==> src/rtl/bram_scan_reader.sv <==
// Read-side scanner for a 1-cycle registered-read block RAM: walks START_ADDR..END_ADDR,
// one r_en per word, and presents each captured word on a valid/ready stream.
module bram_scan_reader #(
  parameter int          ADDR_W     = 4,
  parameter int          DATA_W     = 2,
  parameter int unsigned START_ADDR = 0,
  parameter int unsigned END_ADDR   = 15
) (
  input  logic              clk,
  input  logic              rst_n,
  input  logic              start,
  input  logic              abort,
  output logic              r_en,
  output logic [ADDR_W-1:0] r_addr,
  input  logic [DATA_W-1:0] r_data,
  output logic              out_valid,
  input  logic              out_ready,
  output logic [DATA_W-1:0] out_data,
  output logic [ADDR_W-1:0] out_addr,
  output logic              busy,
  output logic              done
);

  localparam logic [ADDR_W-1:0] L_START = ADDR_W'(START_ADDR);
  localparam logic [ADDR_W-1:0] L_END   = ADDR_W'(END_ADDR);

  typedef enum logic [2:0] {
    S_IDLE    = 3'd0,
    S_READ    = 3'd1,
    S_CAPTURE = 3'd2,
    S_HOLD    = 3'd3,
    S_DONE    = 3'd4
  } state_t;

  state_t            r_state;
  state_t            w_state;
  logic              w_r_en;
  logic [ADDR_W-1:0] w_r_addr;
  logic              w_out_valid;
  logic [DATA_W-1:0] w_out_data;
  logic [ADDR_W-1:0] w_out_addr;
  logic              w_busy;
  logic              w_done;

  // Next state and next values of every registered output
  always_comb begin
    w_state     = r_state;
    w_r_en      = 1'b0;
    w_r_addr    = r_addr;
    w_out_valid = out_valid;
    w_out_data  = out_data;
    w_out_addr  = out_addr;
    w_busy      = busy;
    w_done      = 1'b0;
    case (r_state)
      S_IDLE: begin
        if (start) begin
          w_state  = S_READ;
          w_r_addr = L_START;
          w_r_en   = 1'b1;
          w_busy   = 1'b1;
        end else begin
          w_busy   = 1'b0;
        end
      end
      S_READ: begin
        w_state = S_CAPTURE;
      end
      S_CAPTURE: begin
        w_out_data  = r_data;
        w_out_addr  = r_addr;
        w_out_valid = 1'b1;
        w_state     = S_HOLD;
      end
      S_HOLD: begin
        if (out_ready) begin
          w_out_valid = 1'b0;
          if (r_addr == L_END) begin
            w_state = S_DONE;
            w_busy  = 1'b0;
            w_done  = 1'b1;
          end else begin
            // Modulo-2**ADDR_W increment gives the wrapped scan for free
            w_r_addr = r_addr + {{(ADDR_W-1){1'b0}}, 1'b1};
            w_r_en   = 1'b1;
            w_state  = S_READ;
          end
        end else begin
          w_state = S_HOLD;
        end
      end
      S_DONE: begin
        w_state = S_IDLE;
      end
      default: begin
        w_state     = S_IDLE;
        w_out_valid = 1'b0;
        w_busy      = 1'b0;
      end
    endcase
    // Abort overrides any transfer decided above; start in IDLE is unaffected
    if (abort && (r_state != S_IDLE)) begin
      w_state     = S_IDLE;
      w_r_en      = 1'b0;
      w_out_valid = 1'b0;
      w_busy      = 1'b0;
      w_done      = 1'b0;
    end else begin
      w_state     = w_state;
    end
  end

  // State and output registers
  always_ff @(posedge clk or negedge rst_n) begin
    if (!rst_n) begin
      r_state   <= S_IDLE;
      r_en      <= 1'b0;
      r_addr    <= '0;
      out_valid <= 1'b0;
      out_data  <= '0;
      out_addr  <= '0;
      busy      <= 1'b0;
      done      <= 1'b0;
    end else begin
      r_state   <= w_state;
      r_en      <= w_r_en;
      r_addr    <= w_r_addr;
      out_valid <= w_out_valid;
      out_data  <= w_out_data;
      out_addr  <= w_out_addr;
      busy      <= w_busy;
      done      <= w_done;
    end
  end

endmodule

==> config.mk <==
export PLATFORM = sky130hd
export DESIGN_NAME = bram_scan_reader
export DESIGN_NICKNAME = d
export VERILOG_FILES = /design/src/rtl/bram_scan_reader.sv
export SDC_FILE = /design/constraint.sdc
export NUM_CORES = 1
export LEC_CHECK = 0
export BUFFER_PORTS_ARGS = -buffer_cell sky130_fd_sc_hd__buf_2
export CAP_MARGIN = 20
export CORE_UTILIZATION = 53
export DETAILED_ROUTE_END_ITERATION = 8
export PLACE_DENSITY = 0.77
export SETUP_SLACK_MARGIN = 0.4
export SKIP_CTS_REPAIR_TIMING = 1
export SYNTH_ARGS = -nofsm -noshare
export SYNTH_HDL_FRONTEND = slang
export SYNTH_SLANG_ARGS = --single-unit
export TNS_END_PERCENT = 5
==> constraint.sdc <==
create_clock -name clk -period 2.7 [get_ports clk]
set_input_delay 0.405 -clock clk [delete_from_list [all_inputs] [get_ports clk]]
set_output_delay 0.405 -clock clk [all_outputs]
set_load 0.05 [all_outputs]
# Word-level counts from Yosys, hierarchy flattened
# Index checks and enable logic that the tools add are counted.
word_totals:
  output_inout_bits: 14
  register_bits: 17
  elab_cells: 56
op_classes:
  n_reduce_logical: 9
  addsub: 1
  eq_ne: 13
  muxes: 25
ops:
  columns: ["op", "count"]
  rows:
  - ["$mux W1", 13]
  - ["$mux W3", 4]
  - ["$mux W4", 3]
  - ["$pmux W3 S4", 1]
  - ["$ne A3 B3 Y1 const B", 3]
  - ["$pmux W4 S2", 1]
  - ["$eq A3 B2 Y1 const B", 2]
  - ["$ne A2 B2 Y1 const B", 3]
  - ["$pmux W1 S3", 2]
  - ["$reduce_or A3 Y1", 2]
  - ["$add A4 B1 Y4 const B", 1]
  - ["$eq A4 B4 Y1 const B", 1]
  - ["$ne A2 B1 Y1 const B", 2]
  - ["$reduce_and A4 Y1", 1]
  - ["$eq A3 B1 Y1 const B", 1]
  - ["$eq A3 B3 Y1 const B", 1]
  - ["$logic_not A3 Y1", 1]
  - ["$reduce_and A3 Y1", 1]
  - ["$reduce_bool A3 Y1", 1]
  - ["$pmux W1 S2", 1]
  - ["$reduce_and A2 Y1", 1]
  - ["$reduce_bool A2 Y1", 1]
  - ["$logic_and A1 B1 Y1", 1]

# Longest topological paths before layout
depth:
  word_depth: 5
  ltp_mapped: 5
  ltp_nobuf: 5

# Worst setup path before layout
# No wires, ideal clock.
synth_path:
  path_kind: "register to register"
  start: "register r_addr[0]"
  end: "register r_addr[3]"
  setup_ps: 152
  required_ps: 2548
  slack_ps: 1068
  n_path_buf: 0
  path_stages_with_launch: 5
  arrival_time_ps: 1480
  synth_period_minus_slack_ps: 1632
  path_cell_list: "dfrtp_1 ha_1 a31oi_1 nand4_1 mux2i_1"
synth_via:
  elab_chain_len: 4
synth_lines:
  columns: ["element", "line_no", "text"]
  rows:
  - ["start: declaration", "14", "output logic [ADDR_W-1:0] r_addr,"]
  - ["start signal: assignment", "127", "r_addr <= w_r_addr;"]
  - ["$add A4 B1 Y4", "84", "w_r_addr = r_addr + {{(ADDR_W-1){1'b0}}, 1'b1};"]
  - ["$mux W4", "78", "if (r_addr == L_END) begin"]
  - ["$mux W4", "76", "if (out_ready) begin"]
  - ["$pmux W4 S2", "55", "case (r_state)"]
# Several ways; a longest one is shown, not always the timed one. The select of a mux whose other input is x is not followed.
# A chain may end at the register's enable or synchronous reset.

# Worst setup path in the final report
layout_path:
  start: "register r_state[0]"
  end: "register busy"
layout_via:
  elab_chain_len: 4
layout_lines:
  columns: ["element", "line_no", "text"]
  rows:
  - ["start: declaration", "35", "state_t r_state;"]
  - ["start signal: assignment", "125", "r_state <= w_state;"]
  - ["$eq A3 B2 Y1, or another cell as far along", "55", null]
  - ["$reduce_or A3 Y1 (no source line) / $logic_and A1 B1 Y1 (equally long branches)", null, null]
  - ["$pmux W1 S3, or another cell as far along", "55", null]
  - ["$mux W1 / $reduce_and A3 Y1 (equally long branches)", null, null]
  - ["end signal: assignment", "131", "busy <= w_busy;"]
  - ["end: declaration", "20", "output logic busy,"]
# Several ways; a longest one is shown, not always the timed one.

==> load_flow_metrics.sql <==
INSERT INTO impl_metrics (metric_group, metric, value, unit) VALUES
('run_status', 'outcome', 'complete, no violations', ''),
('floorplanning', 'pin_count', '21', ''),
('clock_tree', 'worst_setup_hold_path_clk_slew', '0.10', 'ns'),
('yosys', 'post_synth_main_area_contributors', 'sky130_fd_sc_hd__dfrtp_1 53%, sky130_fd_sc_hd__mux2_2 8.4%, sky130_fd_sc_hd__nand2_1 3.7%', ''),
('yosys', 'proportion_of_register_bits_with_asynchronous_set_or_reset_after_synthesis', '1.00', ''),
('finish', 'finish.utilization', '0.677', ''),
('yosys', 'postSynthCellCount', '73', ''),
('yosys', 'syn_avg_cell_area', '11.1', 'um^2'),
('sta', 'final-hold-violation-count', '0', ''),
('yosys', 'synth_top_flop_cell', 'sky130_fd_sc_hd__dfrtp_1', ''),
('placed_design', 'place.detailed.hpwl', '1040', 'um'),
('clock_tree', 'clock_tree_root', 'sky130_fd_sc_hd__clkbuf_4', ''),
('clock_tree', 'cts_max_level', '1', ''),
('worst_setup_path', 'crit-reg2reg-launch', 'r_state[0]', ''),
('worst_setup_path', 'depth_of_the_most_critical_reg_to_reg_path', '4', ''),
('finish', 'area_delta_synth_final', '14.4', '%'),
('floorplanning', 'die_width', '41.1', 'um'),
('floorplanning', 'die_y', '41.1', 'um'),
('routing', 'routed_wirelength', '1420', 'um'),
('finish', 'multi_input_area', '342', 'um^2'),
('finish', 'nets', '103', ''),
('yosys', 'synth_simple_gate_area_frac', '0.206', ''),
('routing', 'vias_per_cell', '5.57', ''),
('yosys', 'synth_fp_nets', '81', ''),
('pwr', 'p_per_area', '1000', 'nW/um^2'),
('sta', 'rsz0062_at_grt', 'false', ''),
('yosys', 'synth-adder-area-share', '0.0155', ''),
('yosys', 'yosysUniqueCellTypes', '25', ''),
('global_route', 'grt.total_usage', '0.204', ''),
('finish', 'final_layout_size_suffix_gt1_frac', '0.351', ''),
('min_path', 'worst_hold_path_type', 'in -> async', ''),
('yosys', 'synth_xor_xnor_area_share', '0', ''),
('worst_setup_path', 'crit_path_start_kind', 'register', ''),
('placed_design', 'io_buffer_count', '20', ''),
('worst_setup_path', 'reg2reg_setup_slack', '1.15', 'ns'),
('yosys', 'post_synth_mux_area_share', '0.0960', ''),
('global_route', 'first_global_vias', '503', ''),
('routing', 'post-route-drc-count', '0', ''),
('worst_setup_path', 'worstSetupStartpoint', 'r_state[0]', ''),
('placed_design', 'gp_congestion', '0.726', ''),
('sta', 'finalSetupViolations', '0', ''),
('yosys', 'synth_area', '808', 'um^2'),
('finish', 'antennaDiodeCount', '0', ''),
('yosys', 'synth_area_leader_cell', 'sky130_fd_sc_hd__dfrtp_1', ''),
('finish', 'fillers', '117', ''),
('worst_setup_path', 'crit_path_top_delay_cell', 'sky130_fd_sc_hd__dfrtp_1', ''),
('yosys', 'synth_compound_area_frac', '0.105', ''),
('worst_setup_path', 'end_kind', 'register', ''),
('floorplanning', 'floorplan.rows', '13', ''),
('global_route', 'global_route_wire_length_before_repair', '2210', 'um'),
('sta', 'finClkSkew', '0.00497', 'ns'),
('sta', 'fin_tns_setup', '0', 'ns'),
('routing', 'drtAntennaViolNets', '0', ''),
('floorplanning', 'placeableCoreArea', '1370', 'um^2'),
('floorplanning', 'dieArea', '1690', 'um^2'),
('sta', 'max-slew-margin-rel', '0.693', ''),
('clock_tree', 'clk-insertion-delay-late', '0.30', 'ns'),
('worst_setup_path', 'timing.critical_path.slowest_cell_delay', '0.58', 'ns'),
('worst_setup_path', 'setup.worst_path.end', 'busy', ''),
('routing', 'routed-via-count', '607', ''),
('floorplanning', 'floorplan.initialDensity', '0.592', ''),
('finish', 'most-common-layout-cells', '20 x sky130_fd_sc_hd__buf_2, 17 x sky130_fd_sc_hd__dfrtp_1, 8 x sky130_fd_sc_hd__nand2_1', ''),
('yosys', 'synth_edf_count', '0', ''),
('global_route', 'globalRouteOverflowTotal', '0', ''),
('clock_tree', 'tritoncts_num_sinks', '17', ''),
('worst_setup_path', 'crit_chain', 'nor2_2 > or3_1 > or3b_1 > o31ai_1', ''),
('global_route', 'grt_start_max_net_pins', '18', ''),
('worst_setup_path', 'timing.critical_path.max_delay_family', 'simple AND/OR/NAND/NOR gates', ''),
('routing', 'detailedRoute.firstIterationViolations', '3', ''),
('worst_setup_path', 'timing.setup.critical_path_class', 'reg -> reg', ''),
('worst_setup_path', 'data_required_time_of_the_worst_path', '2.90', 'ns');
==> worst min-delay path by stage <==
| stage | cells past startpoint | endpoint | start |
|---|---|---|---|
| global placement | 1 | r_addr[3] | rst_n |
| detailed placement | 1 | r_addr[3] | rst_n |
| finish | 1 | out_addr[0] | rst_n |
| CTS | 1 | out_addr[0] | rst_n |
| floorplan | 0 | busy | rst_n |
| global route | 1 | out_addr[0] | rst_n |
==> logic make-up (layout without fill, tap and decap cells) <==
family	after synthesis	count (layout)
and+or+nand+nor	27	27
DFF	17	17
AOI/OAI and AO/OA	15	15
muxes	7	7
buffers and inverters	6	27
adders and majority gates	1	1
==> Yosys cell counts, types with 2 or more instances <==
cell type                   n
sky130_fd_sc_hd__o31ai_1    2
sky130_fd_sc_hd__nand2_1    8
sky130_fd_sc_hd__dfrtp_1   17
sky130_fd_sc_hd__a21oi_1    5
sky130_fd_sc_hd__a31oi_1    4
sky130_fd_sc_hd__nor3_1     2
sky130_fd_sc_hd__inv_1      3
sky130_fd_sc_hd__o21ai_0    4
sky130_fd_sc_hd__nand4_1    2
sky130_fd_sc_hd__mux2_2     6
sky130_fd_sc_hd__buf_6      2
sky130_fd_sc_hd__nand2b_1   3
sky130_fd_sc_hd__nor2_1     3
==> through the flow <==
stage	cells	hold slack [ns]	worst slack [ns]	cell area, um^2	power [uW]
2_1_floorplan	73	0.109	1.07	808	722
3_3_place_gp	105	0.340	1.18	897	791
3_5_place_dp	105	0.342	1.17	897	797
4_1_cts	109	0.0178	1.16	925	934
5_1_grt	109	0.0381	1.07	925	985
6_report	109	0.00545	1.15	925	927
==> area by class of cell <==
type,count,share of cell area
flip-flops and latches,17,0.460
multi-input cells,50,0.369
repair buffers,20,0.108
clock buffers,3,0.0244
well taps,15,0.0203
inverters,3,0.0122
clock inverters,1,0.00541
==> worst reg2reg max path: stages (launching register included) <==
cell	delay, ns
sky130_fd_sc_hd__dfrtp_1	0.58
sky130_fd_sc_hd__nor2_2	0.11
sky130_fd_sc_hd__or3_1	0.34
sky130_fd_sc_hd__or3b_1	0.35
sky130_fd_sc_hd__o31ai_1	0.07
==> power by group <==
part / switching (uW) / leakage [uW] / internal (uW)
combinational: 286 / 0.000242 / 116
sequential: 69.7 / 0.000224 / 318
clock: 81.6 / 0.0000177 / 55.2
==> metal layers <==
metal / vias up / GRT usage / share of wire
li1: 298 / - / -
met1: 292 / 0.287 / 0.49
met2: 13 / 0.301 / 0.46
met3: 4 / 0.0326 / 0.029
met4: 0 / 0.100 / 0.016
met5: - / 0 / 0
==> sequential cells by signal, indices dropped and copies added (netlist names) <==
signal	flops
out_data	2
r_addr	4
done	1
out_valid	1
r_state	3
busy	1
r_en	1
out_addr	4
Power figures use the tool's default switching activity.
